==> src/rtl/alarm_pkg.sv <==
// Shared types and constants for the alarm-time entry block.
// State encoding, time limits and BCD digit widths.
package alarm_pkg;

  typedef enum logic [1:0] {
    S_ONOFF,
    S_HOURS,
    S_MINUTES,
    S_DONE
  } state_t;

  localparam int HOURS_MAX   = 23;
  localparam int MINUTES_MAX = 59;

  localparam int HL_W = 2;
  localparam int HR_W = 4;
  localparam int ML_W = 3;
  localparam int MR_W = 4;

endpackage

==> src/rtl/button_edge.sv <==
// Rising-edge detector for a pre-debounced button.
// Ports: clk, rst (sync, active-high), btn in, rise out.
//   rise is high in the cycle btn is 1 and its
//   registered previous value is 0, so a held
//   button yields a single pulse.
module button_edge (
  input  logic clk,
  input  logic rst,
  input  logic btn,
  output logic rise
);

  logic prev;

  always_ff @(posedge clk) begin
    if (rst) prev <= 1'b0;
    else     prev <= btn;
  end

  assign rise = btn & ~prev;

endmodule

==> src/rtl/set_alarm.sv <==
// Alarm-time entry: on/off, hours, minutes in turn.
// Ports: clk, rst, set_alarm_en, mode_button,
//   inc_button in; BCD alarm time digits,
//   ack_flag and on_off_alarm out (all registered).
module set_alarm
  import alarm_pkg::*;
(
  input  logic            clk,
  input  logic            rst,
  input  logic            set_alarm_en,
  input  logic            mode_button,
  input  logic            inc_button,
  output logic [HL_W-1:0] o_hours_left,
  output logic [HR_W-1:0] o_hours_right,
  output logic [ML_W-1:0] o_minutes_left,
  output logic [MR_W-1:0] o_minutes_right,
  output logic            ack_flag,
  output logic            on_off_alarm
);

  localparam logic [HL_W-1:0] HL_TOP =
    HL_W'(HOURS_MAX / 10);
  localparam logic [HR_W-1:0] HR_TOP =
    HR_W'(HOURS_MAX % 10);
  localparam logic [ML_W-1:0] ML_TOP =
    ML_W'(MINUTES_MAX / 10);
  localparam logic [MR_W-1:0] MR_TOP =
    MR_W'(MINUTES_MAX % 10);
  localparam logic [3:0] DIG9 = 4'd9;

  logic   mode_ev;
  logic   inc_ev;
  state_t state;

  button_edge u_mode_edge (
    .clk  (clk),
    .rst  (rst),
    .btn  (mode_button),
    .rise (mode_ev)
  );

  button_edge u_inc_edge (
    .clk  (clk),
    .rst  (rst),
    .btn  (inc_button),
    .rise (inc_ev)
  );

  // Mode outranks inc: a simultaneous inc is
  // dropped so a field is never edited on the
  // same edge it is left.
  always_ff @(posedge clk) begin
    if (rst) begin
      state           <= S_ONOFF;
      ack_flag        <= 1'b0;
      on_off_alarm    <= 1'b0;
      o_hours_left    <= '0;
      o_hours_right   <= '0;
      o_minutes_left  <= '0;
      o_minutes_right <= '0;
    end else if (!set_alarm_en) begin
      state    <= S_ONOFF;
      ack_flag <= 1'b0;
    end else if (mode_ev) begin
      unique case (state)
        S_ONOFF:   state <= S_HOURS;
        S_HOURS:   state <= S_MINUTES;
        S_MINUTES: begin
          state    <= S_DONE;
          ack_flag <= 1'b1;
        end
        S_DONE:    state <= S_DONE;
      endcase
    end else if (inc_ev) begin
      unique case (state)
        S_ONOFF: on_off_alarm <= ~on_off_alarm;
        S_HOURS: begin
          if (o_hours_left == HL_TOP &&
              o_hours_right == HR_TOP) begin
            o_hours_left  <= '0;
            o_hours_right <= '0;
          end else if (o_hours_right == DIG9) begin
            o_hours_right <= '0;
            o_hours_left  <= o_hours_left + 1'b1;
          end else begin
            o_hours_right <= o_hours_right + 1'b1;
          end
        end
        S_MINUTES: begin
          if (o_minutes_left == ML_TOP &&
              o_minutes_right == MR_TOP) begin
            o_minutes_left  <= '0;
            o_minutes_right <= '0;
          end else if (o_minutes_right == DIG9) begin
            o_minutes_right <= '0;
            o_minutes_left  <= o_minutes_left + 1'b1;
          end else begin
            o_minutes_right <= o_minutes_right + 1'b1;
          end
        end
        S_DONE: ;
      endcase
    end
  end

endmodule

==> config.mk <==
export PLATFORM = sky130hd
export DESIGN_NAME = set_alarm
export DESIGN_NICKNAME = d
export VERILOG_FILES = /design/src/rtl/alarm_pkg.sv /design/src/rtl/button_edge.sv /design/src/rtl/set_alarm.sv
export SDC_FILE = /design/constraint.sdc
export NUM_CORES = 1
export LEC_CHECK = 0
export ABC_AREA = 1
export BUFFER_PORTS_ARGS = -buffer_cell sky130_fd_sc_hd__buf_2
export CAP_MARGIN = 20
export CORE_MARGIN = 2
export CORE_UTILIZATION = 50
export DETAILED_ROUTE_END_ITERATION = 8
export PLACE_DENSITY = 0.73
export SYNTH_ARGS = -nofsm -noshare
export SYNTH_HDL_FRONTEND = slang
export SYNTH_SLANG_ARGS = --single-unit
==> constraint.sdc <==
create_clock -name clk -period 2.35 [get_ports clk]
set_input_delay 0.47 -clock clk [delete_from_list [all_inputs] [get_ports clk]]
set_output_delay 0.47 -clock clk [all_outputs]
set_load 0.1 [all_outputs]
Word level (Yosys, flattened, before mapping)
Index checks and enable logic that the tools add are counted.
{"block": "totals", "reg_bits": 19, "input_bits": 5, "word_cells": 50}
{"block": "op_classes", "addsub": 4, "eq_ne": 8, "n_mux": 9, "bitwise_logic": 7, "n_reduce_logical": 13}
{"operator": "two-way mux 4 bit", "n": 4}
{"operator": "AND reduction 4 bit", "n": 3}
{"operator": "AND reduction 5 bit", "n": 2}
{"operator": "adder 4 x 1 -> 4 bit (second input constant)", "n": 2}
{"operator": "== test 4 bit (second input constant)", "n": 2}
{"operator": "== test 2 bit (second input constant)", "n": 3}
{"operator": "two-way mux 3 bit", "n": 2}
{"operator": "case mux 2 bit (3 select lines)", "n": 1}
{"operator": "NOT 1 bit", "n": 5}
{"operator": "== test 4 x 2 -> 1 bit (second input constant)", "n": 1}
{"operator": "two-way mux 2 bit", "n": 2}
{"operator": "nonzero test 2 bit", "n": 2}
{"operator": "OR reduction 2 bit", "n": 2}
{"operator": "adder 3 x 1 -> 3 bit (second input constant)", "n": 1}
{"operator": "== test 3 bit (second input constant)", "n": 1}
{"operator": "adder 2 x 1 -> 2 bit (second input constant)", "n": 1}
{"operator": "AND 1 bit", "n": 2}
{"operator": "== test 2 x 1 -> 1 bit (second input constant)", "n": 1}
{"operator": "logical AND 1 bit", "n": 2}
{"operator": "zero test 2 bit", "n": 1}
{"operator": "AND reduction 2 bit", "n": 1}

Longest topological paths before layout
Gate-level depths: netlist of the first run.
{"block": "logic_depth", "depth_word": 4, "depth_mapped": 8}

Hierarchy
A second synthesis of the first run with hierarchy kept.
{"block": "unflattened", "cells_unflattened": 138, "hier_area_um2": 993.5}
{"module": "set_alarm", "instances": 1, "cells_per_inst": 130, "area_each_um2": 930.9, "seq_area_each_um2": 340.3}
{"module": "button_edge", "instances": 2, "cells_per_inst": 4, "area_each_um2": 31.3, "seq_area_each_um2": 20.0}

Worst setup path before layout of the first run
No wires, ideal clock.
{"block": "synth_path", "path_kind": "register to register", "from": "register o_minutes_right[0]", "to": "register o_minutes_left[0]", "setup_ns": 0.067, "arrival_ns": 1.867, "path_slack_ns": 0.417, "path_stages_with_launch": 8, "path_cell_list": "dfxtp_1 > ha_1 > nand3_1 > inv_1 > nand3_1 > nor2_1 > nor2_1 > nor2_1"}
{"block": "synth_via", "elab_chain_cells": 4, "elab_cells_between_ends": 5}
{"item": "start: declaration", "line": "set_alarm.sv:16", "text": "output logic [MR_W-1:0] o_minutes_right,"}
{"item": "start signal: assignment", "line": "set_alarm.sv:98", "text": "o_minutes_right <= o_minutes_right + 1'b1;"}
{"item": "== test 4 bit *", "line": "set_alarm.sv:91, set_alarm.sv:94"}
{"item": "logical AND 1 bit", "line": "set_alarm.sv:90", "text": "if (o_minutes_left == ML_TOP &&"}
{"item": "nonzero test 2 bit (no line)"}
{"item": "AND reduction 5 bit (no line)"}
{"item": "end signal: assignment", "line": "set_alarm.sv:96", "text": "o_minutes_left <= o_minutes_left + 1'b1;"}
{"item": "end: declaration", "line": "set_alarm.sv:15", "text": "output logic [ML_W-1:0] o_minutes_left,"}
Every way passes the cells marked *; elsewhere a longest branch is shown, timed or not.
A chain may end at the register's enable or synchronous reset.

Final worst setup path of the first run
{"block": "layout_path", "from": "register o_minutes_right[0]", "to": "output o_minutes_right[0]"}
No word-level cell between the ends.

==> impl_metrics.ini, run 1 <==
[route]
vias = 965
viasPerCell = 4.87
first_iter_violations = 24
drc_errors = 0
drt_wl_total_um = 1930
drt-pass1-iter-count = 5
postRouteAntennaNets = 0
wire_per_inst_um = 9.76

[timing]
relSlewSlack_pct = 67.8
final-hold-violation-count = 0
period_needed_ns = 1.67
setup_violations = 0
clock.fmax_ghz = 0.599
worstMarginPinSlew_ns = 0.487
period_share_pct = 71.1
rsz0062_at_grt = no
finClkSkew_ns = 0.00335
final_max_slew_viol_count = 0
finalSetupTns_ns = 0

[critical_path]
cp-end-kind = output pin
reg2reg_to = o_minutes_left[1]
crit_fanout = 5
crit_path_max_incr_delay_ns = 0.46
cp.required_ns = 1.88
slowest_stage = buf_2
r2r_cells = 7
cp_num_buf_inv = 1
crit_arrival_ns = 1.20
regToRegSetupSlack_ns = 1.03
start_kind = flip-flop
cp_top_family = buffers and inverters
cp_cell_sequence = buf_2
crit_type = flip-flop to output pin
reg2reg_from = o_minutes_right[0]

[yosys]
synthMuxAreaShare_pct = 0
synthAdderAreaFrac_pct = 7.27
synthTopCellsByCount = nand2_1 (35), nor2_1 (29), dfxtp_1 (19)
ys_types = 24
synthArstFlopShare_pct = 0
synth-xor-area-share_pct = 0.848
yosysWarningCount = 0
netlist_instances = 148
synth-simple-area-share_pct = 40.7
yosysMostFrequentCell = nand2_1
synth_flop_cell = dfxtp_1
synth_edf_count = 0
avgSynthCellArea_sq_um = 6.97
syn_nets = 159
synth_area_leaders = dfxtp_1 (37%), nand2_1 (13%), nor2_1 (11%)
yosysTopAreaCell = dfxtp_1
yosysSeqAreaShare_pct = 36.8
syn_area_sq_um = 1030
yosys_register_bits = 19
synth-compound-area-share_pct = 5.94
synth_top_family_by_area = simple AND/OR/NAND/NOR gates
netlist.area_leader.share_pct = 36.8

[floorplanning]
initial_utilization_pct = 52.6
dieWidth_um = 49.4
dieArea_sq_um = 2440
ios = 20
core_sq_um = 1960
die_y_um = 49.4
core.rowCount = 16

[global_routing]
grt_pass1_vias = 859
grt_pass1_wl_um = 3370
overflow = 0
grt_usage_pct = 17.6
antenna_found_initial = 0
grt_max_degree = 13

[flow_run]
cap_violations = 0

[placed_design]
place_area_sq_um = 1160
place_hpwl_um = 1540
place_congestion = 0.789
place_inst = 194
portBuffers = 19

[clock_network]
holdBufCountCts = 0
cts_setup_buffers = 0
cts_buffers = 3
cts.sinks = 19
clk_path_buf_depth = 2
cts_tree = built
cts-resized-gates = 0
cts_max_level = 1
clock_latency_ns = 0.30
clockRootBuffer = clkbuf_4
clk_pin_slew_ns = 0.12

[power]
power.density_nw_per_um2 = 463
vdd_ir_drop_max_v = 0.000333
p_leak_uw = 0.000605

[min_path]
min_to = u_inc_edge.prev
hold_path.class = input pin to flip-flop
hold-path-cell-count = 3
hold_start = inc_button

[cells_and_area]
final_area_sq_um = 1190
area_growth_pct = 15.4
fin_cells = 198
drive_above_1_share_pct = 23.4
num_antenna_cells = 0
finalNetCount = 183

[status]
status = completed
cells by family after synthesis:
family	after synthesis
adders and majority gates	6
xor gates and xnor gates	1
DFF	19
buffers and inverters	23
AOI/OAI and AO/OA	11
and+or+nand+nor	88
power breakdown:
| part | total (uW) | internal [uW] | switching [uW] |
|---|---|---|---|
| sequential | 330 | 326 | 3.51 |
| combinational | 46.7 | 12.5 | 34.3 |
| clock | 175 | 64.8 | 111 |
| total | 552 | 403 | 148 |
per-stage QoR:
stage / setup slack, ns / utilization [%] / hold slack (ns) / power (uW)
floorplan: 0.417 / - / 0.503 / 370
global placement: 1.03 / 59.2 / 0.474 / 382
detailed placement: 1.01 / 59.2 / 0.463 / 384
CTS: 0.661 / 60.7 / 0.399 / 557
global route: 0.625 / 60.7 / 0.416 / 572
finish: 0.680 / 60.7 / 0.401 / 552
worst max-delay path by stage:
stage,endpoint,startpoint,cells after the start
after floorplan,o_minutes_left[0],o_minutes_right[0],7
after global placement,o_minutes_right[0],o_minutes_right[0],1
after detailed placement,o_minutes_right[3],mode_button,7
after CTS,o_minutes_right[0],o_minutes_right[0],1
after global routing,o_minutes_right[0],o_minutes_right[0],1
final,o_minutes_right[0],o_minutes_right[0],1
area by class of cell:
| type | count | area, sq um |
|---|---|---|
| Fill cell | 206 | 771 |
| Multi-Input combinational cell | 106 | 566 |
| Sequential cell | 19 | 380 |
| Timing Repair Buffer | 19 | 95.1 |
| Inverter | 23 | 86.3 |
| Tap cell | 27 | 33.8 |
| Clock buffer | 3 | 22.5 |
| Clock inverter | 1 | 7.51 |
layer usage:
metal	global-route usage, %	wire length [um]	vias to the layer above
met3	3.07	74	4
met1	20.6	932	433
met5	0	0	-
met2	31.3	896	21
met4	7.41	29	0
li1	-	-	507
flip-flops by register name, indices dropped and copies added (netlist names):
register and flops:
o_hours_right 4, u_mode_edge.prev 1, on_off_alarm 1, u_inc_edge.prev 1, state 2, o_minutes_right 4
o_hours_left 2, o_minutes_left 3, ack_flag 1
placed cells by master (no fill, tap or decap), types with 2 or more instances in the layout:
| cell type | n |
|---|---|
| a211oi_1 | 2 |
| a21oi_1 | 4 |
| buf_2 | 19 |
| clkbuf_4 | 3 |
| dfxtp_1 | 19 |
| ha_1 | 6 |
| inv_1 | 15 |
| inv_2 | 7 |
| nand2_1 | 35 |
| nand2_4 | 2 |
| nand3_1 | 10 |
| nor2_1 | 29 |
| nor2_2 | 3 |
| nor3_1 | 2 |
| o21ai_1 | 3 |
Power figures use the tool's default switching activity.
==> run 2: changes to the inputs <==
==> constraint.sdc (replaced) <==
create_clock -name clk -period 1.65 [get_ports clk]
set_input_delay 0.33 -clock clk [delete_from_list [all_inputs] [get_ports clk]]
set_output_delay 0.33 -clock clk [all_outputs]
set_load 0.1 [all_outputs]
==> run 2 against run 1 <==
  * Combinational power grew 40%
  * Non-clock buffer count unchanged
  * Hold slack got worse by 0.12 ns
  * Critical path type unchanged
  * Setup slack worse by 0.48 ns
  * Sequential power up 42%
  * Via count is 2.3% lower
  * Wire length decreased by 6.4%
  * Clock skew grew 0.0015 ns
  * Total power grew 38%
  * Sequential cell count unchanged
  * Final cell count unchanged
==> impl_metrics.ini, run 2 (synthesized netlist as in run 1, its figures left out) <==
[status]
status = completed

[placed_design]
pre_cts_ws_ns = 0.371
place_area_sq_um = 1170
place_congestion = 0.801
place_hpwl_um = 1460
portBuffers = 19

[timing]
rsz0062_at_grt = no
relSlewSlack_pct = 67.8
clock.fmax_ghz = 0.689
finalSetupTns_ns = 0
final-hold-violation-count = 0
setup_violations = 0
worstMarginPinSlew_ns = 0.486
worst_slack_ns = 0.198
period_needed_ns = 1.45
finClkSkew_ns = 0.00483
period_share_pct = 88.0
final_max_slew_viol_count = 0
fin_hold_ws_ns = 0.276

[critical_path]
crit_arrival_ns = 1.12
regToRegSetupSlack_ns = 0.35
crit_fanout = 4
cp_num_buf_inv = 1
start_kind = flip-flop
cp_cell_sequence = buf_2
slowest_stage = buf_2
crit_path_max_incr_delay_ns = 0.45
cp-end-kind = output pin
cp_top_family = buffers and inverters
crit_type = flip-flop to output pin
cp.required_ns = 1.32

[route]
wire_per_inst_um = 9.14
first_iter_violations = 22
postRouteAntennaNets = 0
drt-pass1-iter-count = 4
viasPerCell = 4.76
vias = 943
drt_wl_total_um = 1810
drc_errors = 0

[clock_network]
cts.sinks = 19
clk_path_buf_depth = 2
cts_setup_buffers = 0
cts_max_level = 1
cts_buffers = 3
holdBufCountCts = 0
clock_latency_ns = 0.29
clockRootBuffer = clkbuf_4
clk_pin_slew_ns = 0.11
cts_tree = built
cts-resized-gates = 0

[global_routing]
grt_pass1_wl_um = 3440
grt_max_degree = 11
antenna_found_initial = 0
overflow = 0
grt_pass1_vias = 845
grt_usage_pct = 17.3

[min_path]
hold_path.class = input pin to flip-flop

[cells_and_area]
layout_commonest_cell = nand2_1
area_growth_pct = 16.4
final_cell_mix = nand2_1 (35), nor2_1 (29), buf_2 (19), inv_1 (15), dfxtp_2 (11)
n_fill_cell = 205
final_area_sq_um = 1200
num_antenna_cells = 0
reg_top3 = o_hours_right: 4 flops, o_minutes_right: 4 flops, o_minutes_left: 3 flops
drive_above_1_share_pct = 29.2
finalNetCount = 183

[floorplanning]
dieArea_sq_um = 2440
core.rowCount = 16
die_y_um = 49.4
core_sq_um = 1960
ios = 20
dieWidth_um = 49.4
initial_utilization_pct = 52.6

[power]
seq_power_share_pct = 61.6
p_clk_share_pct = 29.8
p_switching_uw = 186
swShare_pct = 24.4
vdd_ir_drop_max_v = 0.000443
p_leak_uw = 0.000611
p_int_uw = 575
power.density_nw_per_um2 = 634
combPwrFrac_pct = 8.6

[flow_run]
cap_violations = 0
run 2: changes by cell type in the layout (fill, tap and decap cells not counted), sizes merged:
cell,delta
clkbuf,+1
clkinvlp,-1
run 2: power by group through the flow:
stage	clock network (uW)	logic [uW]	registers, uW
floorplan	0	35.1	492
global placement	0	65.4	479
detailed placement	0	65.6	480
CTS	239	65.8	469
global route	256	73.4	470
finish	227	65.5	469
run 2: path summary, 6_finish.rpt:
path / start / end / cells past startpoint
setup reg to reg: o_minutes_right[1] / o_minutes_left[1] / 7
setup / recovery: o_hours_left[0] / o_hours_left[0] / 1
hold / removal: inc_button / u_inc_edge.prev / 3
hold reg to reg: ack_flag / ack_flag / 2
run 2: per-layer routing:
| metal | part of all wire [%] | global-route usage, % |
|---|---|---|
| met5 | 0 | 0 |
| met2 | 48 | 29.7 |
| met1 | 49 | 22.6 |
| met4 | 0 | 4.17 |
| met3 | 3.3 | 2.76 |
run 2: layout make-up:
cell class | instances | area, sq um | share of cell area (%)
clock buffer | 4 | 26.3 | 2.19
inverter | 23 | 86.3 | 7.19
tap | 27 | 33.8 | 2.81
timing repair buffer | 19 | 95.1 | 7.92
multi-input combinational | 106 | 566 | 47.1
sequential | 19 | 394 | 32.8
run 2: per-stage QoR:
stage / total power (uW) / util, % / cells
after floorplan: 527 / - / 148
after global placement: 545 / 59.9 / 194
after detailed placement: 545 / 59.9 / 194
after CTS: 773 / 61.2 / 198
after global routing: 799 / 61.2 / 198
final: 761 / 61.2 / 198
